[config.mk]
export PLATFORM = sky130hd
export DESIGN_NAME = axis_pfb_chsel_4x64
export DESIGN_NICKNAME = d
export VERILOG_FILES = /design/src/rtl/axis_pfb_chsel_4x64.sv
export SDC_FILE = /design/constraint.sdc
export NUM_CORES = 1
export LEC_CHECK = 0
export BUFFER_PORTS_ARGS = -buffer_cell sky130_fd_sc_hd__buf_2
export CORE_MARGIN = 8
export CORE_UTILIZATION = 30
export DETAILED_ROUTE_END_ITERATION = 8
export PLACE_DENSITY_LB_ADDON = 0.25
export SLEW_MARGIN = 20
export SYNTH_ARGS = -nofsm -noshare
export SYNTH_HDL_FRONTEND = slang
export SYNTH_SLANG_ARGS = --single-unit
[constraint.sdc]
create_clock -name aclk -period 3.19 [get_ports aclk]
set_input_delay 0.4785 -clock aclk [delete_from_list [all_inputs] [get_ports aclk]]
set_output_delay 0.4785 -clock aclk [all_outputs]
set_load 0.01 [all_outputs]
[src/rtl/axis_pfb_chsel_4x64.sv]
// Channel selector for the 4x64 analysis PFB output stream: tracks frame alignment
// from tlast and emits one programmable channel per frame as a single-sample AXIS stream.
module axis_pfb_chsel_4x64 #(
  parameter int N = 64,
  parameter int L = 8,
  parameter int B = 32
) (
  input  logic                 aclk,
  input  logic                 aresetn,
  input  logic                 s_axis_tvalid,
  input  logic                 s_axis_tlast,
  input  logic [L*B-1:0]       s_axis_tdata,
  input  logic [$clog2(N)-1:0] CHSEL_REG,
  input  logic                 CLR_REG,
  input  logic                 m_axis_tready,
  output logic                 m_axis_tvalid,
  output logic [B-1:0]         m_axis_tdata,
  output logic                 m_axis_tlast,
  output logic                 sync_err,
  output logic                 ovf
);

  localparam int SW = $clog2(N);
  localparam int LW = $clog2(L);
  localparam int CW = SW - LW;
  localparam logic [CW-1:0] CNT_MAX = CW'(N / L - 1);

  typedef enum logic {SYNC, LOCK} state_t;

  state_t        state, state_nx;
  logic [CW-1:0] cnt, cnt_nx;
  logic [SW-1:0] chsel_r, chsel_nx;
  logic [SW-1:0] sel;
  logic [B-1:0]  lane_data;
  logic          cap;
  logic          serr_set;
  logic          ovf_set;
  logic          hs;

  // The latched select only governs beats after the first; beat 0 uses the live register.
  assign sel = (cnt == '0) ? CHSEL_REG : chsel_r;

  always_comb begin
    lane_data = '0;
    for (int k = 0; k < L; k++) begin
      if (sel[LW-1:0] == LW'(k)) lane_data = s_axis_tdata[k*B +: B];
    end
  end

  always_comb begin
    state_nx = state;
    cnt_nx   = cnt;
    chsel_nx = chsel_r;
    cap      = 1'b0;
    serr_set = 1'b0;
    if (s_axis_tvalid) begin
      case (state)
        SYNC: begin
          if (s_axis_tlast) begin
            state_nx = LOCK;
            cnt_nx   = '0;
          end
        end
        LOCK: begin
          if (cnt == '0) chsel_nx = CHSEL_REG;
          if (cnt == sel[SW-1:LW]) cap = 1'b1;
          if (s_axis_tlast) begin
            if (cnt != CNT_MAX) serr_set = 1'b1;
            cnt_nx = '0;
          end else if (cnt == CNT_MAX) begin
            serr_set = 1'b1;
            state_nx = SYNC;
            cnt_nx   = '0;
          end else begin
            cnt_nx = cnt + 1'b1;
          end
        end
        default: state_nx = SYNC;
      endcase
    end
  end

  assign hs      = m_axis_tvalid & m_axis_tready;
  assign ovf_set = cap & m_axis_tvalid & ~m_axis_tready;

  always_ff @(posedge aclk or negedge aresetn) begin
    if (!aresetn) begin
      state   <= SYNC;
      cnt     <= '0;
      chsel_r <= '0;
    end else begin
      state   <= state_nx;
      cnt     <= cnt_nx;
      chsel_r <= chsel_nx;
    end
  end

  // Single-entry output register: a new capture always replaces an unaccepted sample.
  always_ff @(posedge aclk or negedge aresetn) begin
    if (!aresetn) begin
      m_axis_tvalid <= 1'b0;
      m_axis_tdata  <= '0;
    end else if (cap) begin
      m_axis_tvalid <= 1'b1;
      m_axis_tdata  <= lane_data;
    end else if (hs) begin
      m_axis_tvalid <= 1'b0;
    end
  end

  always_ff @(posedge aclk or negedge aresetn) begin
    if (!aresetn) begin
      sync_err <= 1'b0;
      ovf      <= 1'b0;
    end else begin
      if (serr_set)     sync_err <= 1'b1;
      else if (CLR_REG) sync_err <= 1'b0;
      if (ovf_set)      ovf <= 1'b1;
      else if (CLR_REG) ovf <= 1'b0;
    end
  end

  assign m_axis_tlast = 1'b1;

endmodule

==> results_dict.tcl <==
set metrics [dict create \
    tritoncts_num_sinks 45 \
    drv.max_cap_violation_count 0 \
    power_density_nw_per_um2 618 \
    dpl-instance-area_um2 5640 \
    routed-via-count 5202 \
    grt_pass1_vias 5538 \
    yosys.cell_types.count 39 \
    cell_type_group_with_the_largest_total_delay_on_the_critical_path "simple AND/OR/NAND/NOR gates" \
    timing_worst_slew_pin_value_ns 1.12 \
    route.detailed.wl_per_inst_um 20.8 \
    power_leakage_nw 2.89 \
    slew_headroom_pct 25.4 \
    timing.final.ws_setup_ns 0.289 \
    final_min_period_over_clock_period_pct 91.0 \
    cts-root-buf "clkbuf_16" \
    synthesis.yosys.warnings 0 \
    detail-route-antenna-nets 0 \
    post-route-drc-count 0 \
    timing_worst_setup_path_type "reg2reg" \
    worst_r2r_startpoint "cnt[0]" \
    grt_first_pass_wirelength_um 28700 \
    drt_iter0_drc 236 \
    place.port_buffers 302 \
    clkTransAtPathRegs_ns 0.07 \
    comb_power_share_pct 58.0 \
    final_cell_count_no_fill 927 \
    post-cts-setup-buffer-count 0 \
    area_overhead_vs_synth_pct 47.2 \
    final_design_area_no_fill_um2 5800 \
    worst_setup_path_start_kind "flip-flop" \
    h-tree-depth 2 \
    totalWireLength_um 19200 \
    cts_repair_resize_count 0 \
    timing.final.hold_violations 0 \
    pwr-share-clk_pct 15.0 \
    worst_ep_arrival_time_ns 3.13 \
    tritoncts.num_buffers 5 \
    synthesized_net_count 744 \
    insertedDiodeCount 0 \
    grt_antenna_before_repair 1 \
    rsz0062_at_grt "false" \
    power.ir.vdd_worst_mv 0.245 \
    synth.ff_latch_count 45 \
    skew_ns 0.00518 \
    cts-hold-fix-buffers 0 \
    timing.critical_path.buf_inv 1 \
    synth.avg_cell_area_um2 8.34 \
    synthesis.area_um2 3940 \
    outcome "complete, no violations" \
    globalRouteOverflowTotal 0 \
    viasPerCell 5.61 \
    gpl.final_weighted_congestion 0.885 \
    critical-path-slowest-cell "or4_4" \
    dp_cells 919 \
    critPathLaunch "cnt[0]" \
    detailedRoute.firstPassIterationCount 7 \
    final_period_minus_worst_setup_slack_ns 2.90 \
    clockBufferDepth 2 \
    initial_core_util_pct 30.2 \
    maxClockFrequency_mhz 345 \
    synth-seq-area-share_pct 28.6 \
    netlist_instances 472 \
    dp.final_hpwl_um 15000 \
    global_route.usage.total_pct 21.4 \
    worst_setup_path_end_kind "flip-flop" \
    p_switching_mw 1.59 \
    hp-class "in2async" \
    cp_data_required_time_ns 3.42 \
    final_stage_net_count 1022 \
    proportion_of_total_power_due_to_net_switching_pct 44.3 \
    timing.critical_path.cells "inv_1 > ha_1 > nand2b_2 > mux2i_1 > xnor2_1 > or4_4 > a311oi_1 > a22o_1" \
    final_slew_viol_count 0 \
    core_ar_um2 13000 \
    final.setup.tns_ns 0 \
    grt_start_max_net_pins 67 \
    total_power_mw 3.58 \
    clock_latency_ns 0.28 \
    cts_tree "done" \
    pre_cts_ws_ns 0.181 \
    die_y_um 131 \
    placement_rows 42 \
    die_area_um2 17000 \
    drive_above_1_share_pct 45.7 \
    die_width_um 131 \
    ios 304 \
    power.internal_mw 2.00 \
    crit_path_max_fanout 66 \
    cpPeakStageDelay_ns 0.84 \
    seq_power_share_pct 27.0 \
    setup_viol 0 \
    fillers 1363 \
]
Yosys cell counts:
cell	number	area share, %
xnor2_1	2	0.45
buf_4	1	0.19
a22o_1	28	6.2
a2111oi_0	1	0.22
clkbuf_1	31	3.0
o21ai_1	5	0.64
conb_1	1	0.095
inv_1	15	1.4
or4_4	1	0.29
nand4bb_1	1	0.29
mux2_2	5	1.4
ha_1	4	1.3
o22ai_1	5	0.79
or3b_2	1	0.22
nor2b_1	1	0.16
buf_2	6	0.76
nand2_1	33	3.1
buf_6	7	2.0
o41ai_2	1	0.41
a22oi_1	31	5.9
mux2i_1	37	9.4
nor2_1	30	2.9
nor3_1	2	0.25
o21ai_0	89	11
a21o_1	6	1.1
and3_1	1	0.16
a221oi_1	1	0.22
dfrtp_1	45	29
o2111ai_1	25	5.6
a21oi_1	2	0.25
nand3b_1	1	0.19
a31oi_1	9	1.4
o32a_1	1	0.25
o211ai_1	6	1.1
nand3_1	2	0.25
nand2b_1	2	0.32
a32o_1	6	1.5
and4bb_2	2	0.64
a311oi_1	25	5.6
state kept, by name, summed over array words and instances, names as in the netlist:
name / flops
m_axis_tdata: 32
sync_err: 1
cnt: 3
state: 1
m_axis_tvalid: 1
chsel_r: 6
ovf: 1
cell type report:
cell class	instances	area (um2)	share of cell area, %
Clock buffer	6	139	2.40
Clock inverter	2	13.8	0.237
Inverter	15	56.3	0.972
Multi-Input combinational cell	367	2620	45.2
Sequential cell	45	1130	19.4
Tap cell	176	220	3.80
Timing Repair Buffer	316	1620	27.9
routing by layer:
layer | GRT usage [%] | up-vias | share of wire (%)
li1 | - | 2423 | -
met1 | 24.4 | 2451 | 39
met2 | 38.5 | 288 | 50
met3 | 5.03 | 38 | 8.8
met4 | 7.29 | 2 | 2.3
met5 | 0 | - | 0.062
power by group through the flow:
stage / Clock (mW) / Sequential (mW) / Combinational [mW]
after floorplan: 0 / 1.03 / 1.17
after detailed placement: 0 / 0.964 / 2.09
after global routing: 0.572 / 0.992 / 2.26
after CTS: 0.552 / 0.966 / 2.09
final: 0.539 / 0.966 / 2.08
after global placement: 0 / 0.968 / 2.03
per-stage QoR:
step	utilization (%)	hold slack (ns)
3_5_place_dp	43.3	0.468
5_1_grt	44.5	0.257
6_report	44.5	0.206
3_3_place_gp	43.3	0.464
2_1_floorplan	-	0.183
4_1_cts	44.4	0.408
path summary, 6_finish.rpt:
kind | to | slack [ns] | cells past startpoint
max in group asynchronous | m_axis_tdata[2] | 2.57 | 1
worst max register to register | m_axis_tdata[30] | 0.29 | 8
worst min-delay path | ovf | 0.21 | 1
worst max-delay path | m_axis_tdata[30] | 0.29 | 8
worst min register to register | m_axis_tdata[27] | 0.48 | 2
min in group aclk | sync_err | 0.42 | 2
layout by cell type, fill, tap and decap left out, types with 7 or more instances in the layout:
master	netlist	routed
buf_4	1	15
mux2i_1	37	35
a22oi_1	31	31
a31oi_1	9	7
o2111ai_1	25	25
nand2_1	33	33
o21ai_0	89	88
inv_1	15	15
buf_2	6	301
dfrtp_1	45	45
nor2_1	30	30
a22o_1	28	28
a311oi_1	25	25
kinds of logic (layout without fill, tap and decap cells):
logic type	after synthesis	in the layout	share of synthesized area (%)
AO/OA/AOI/OAI	241	241	42.6
XOR/XNOR	2	2	0.445
adder cells (fa/ha/maj)	4	4	1.27
buffers and inverters	60	339	7.34
flip-flops	45	45	28.6
multiplexers	42	42	10.8
other	1	1	0.0953
AND/OR/NAND/NOR	77	77	8.77
No activity file was read; power rests on OpenSTA's default activity.
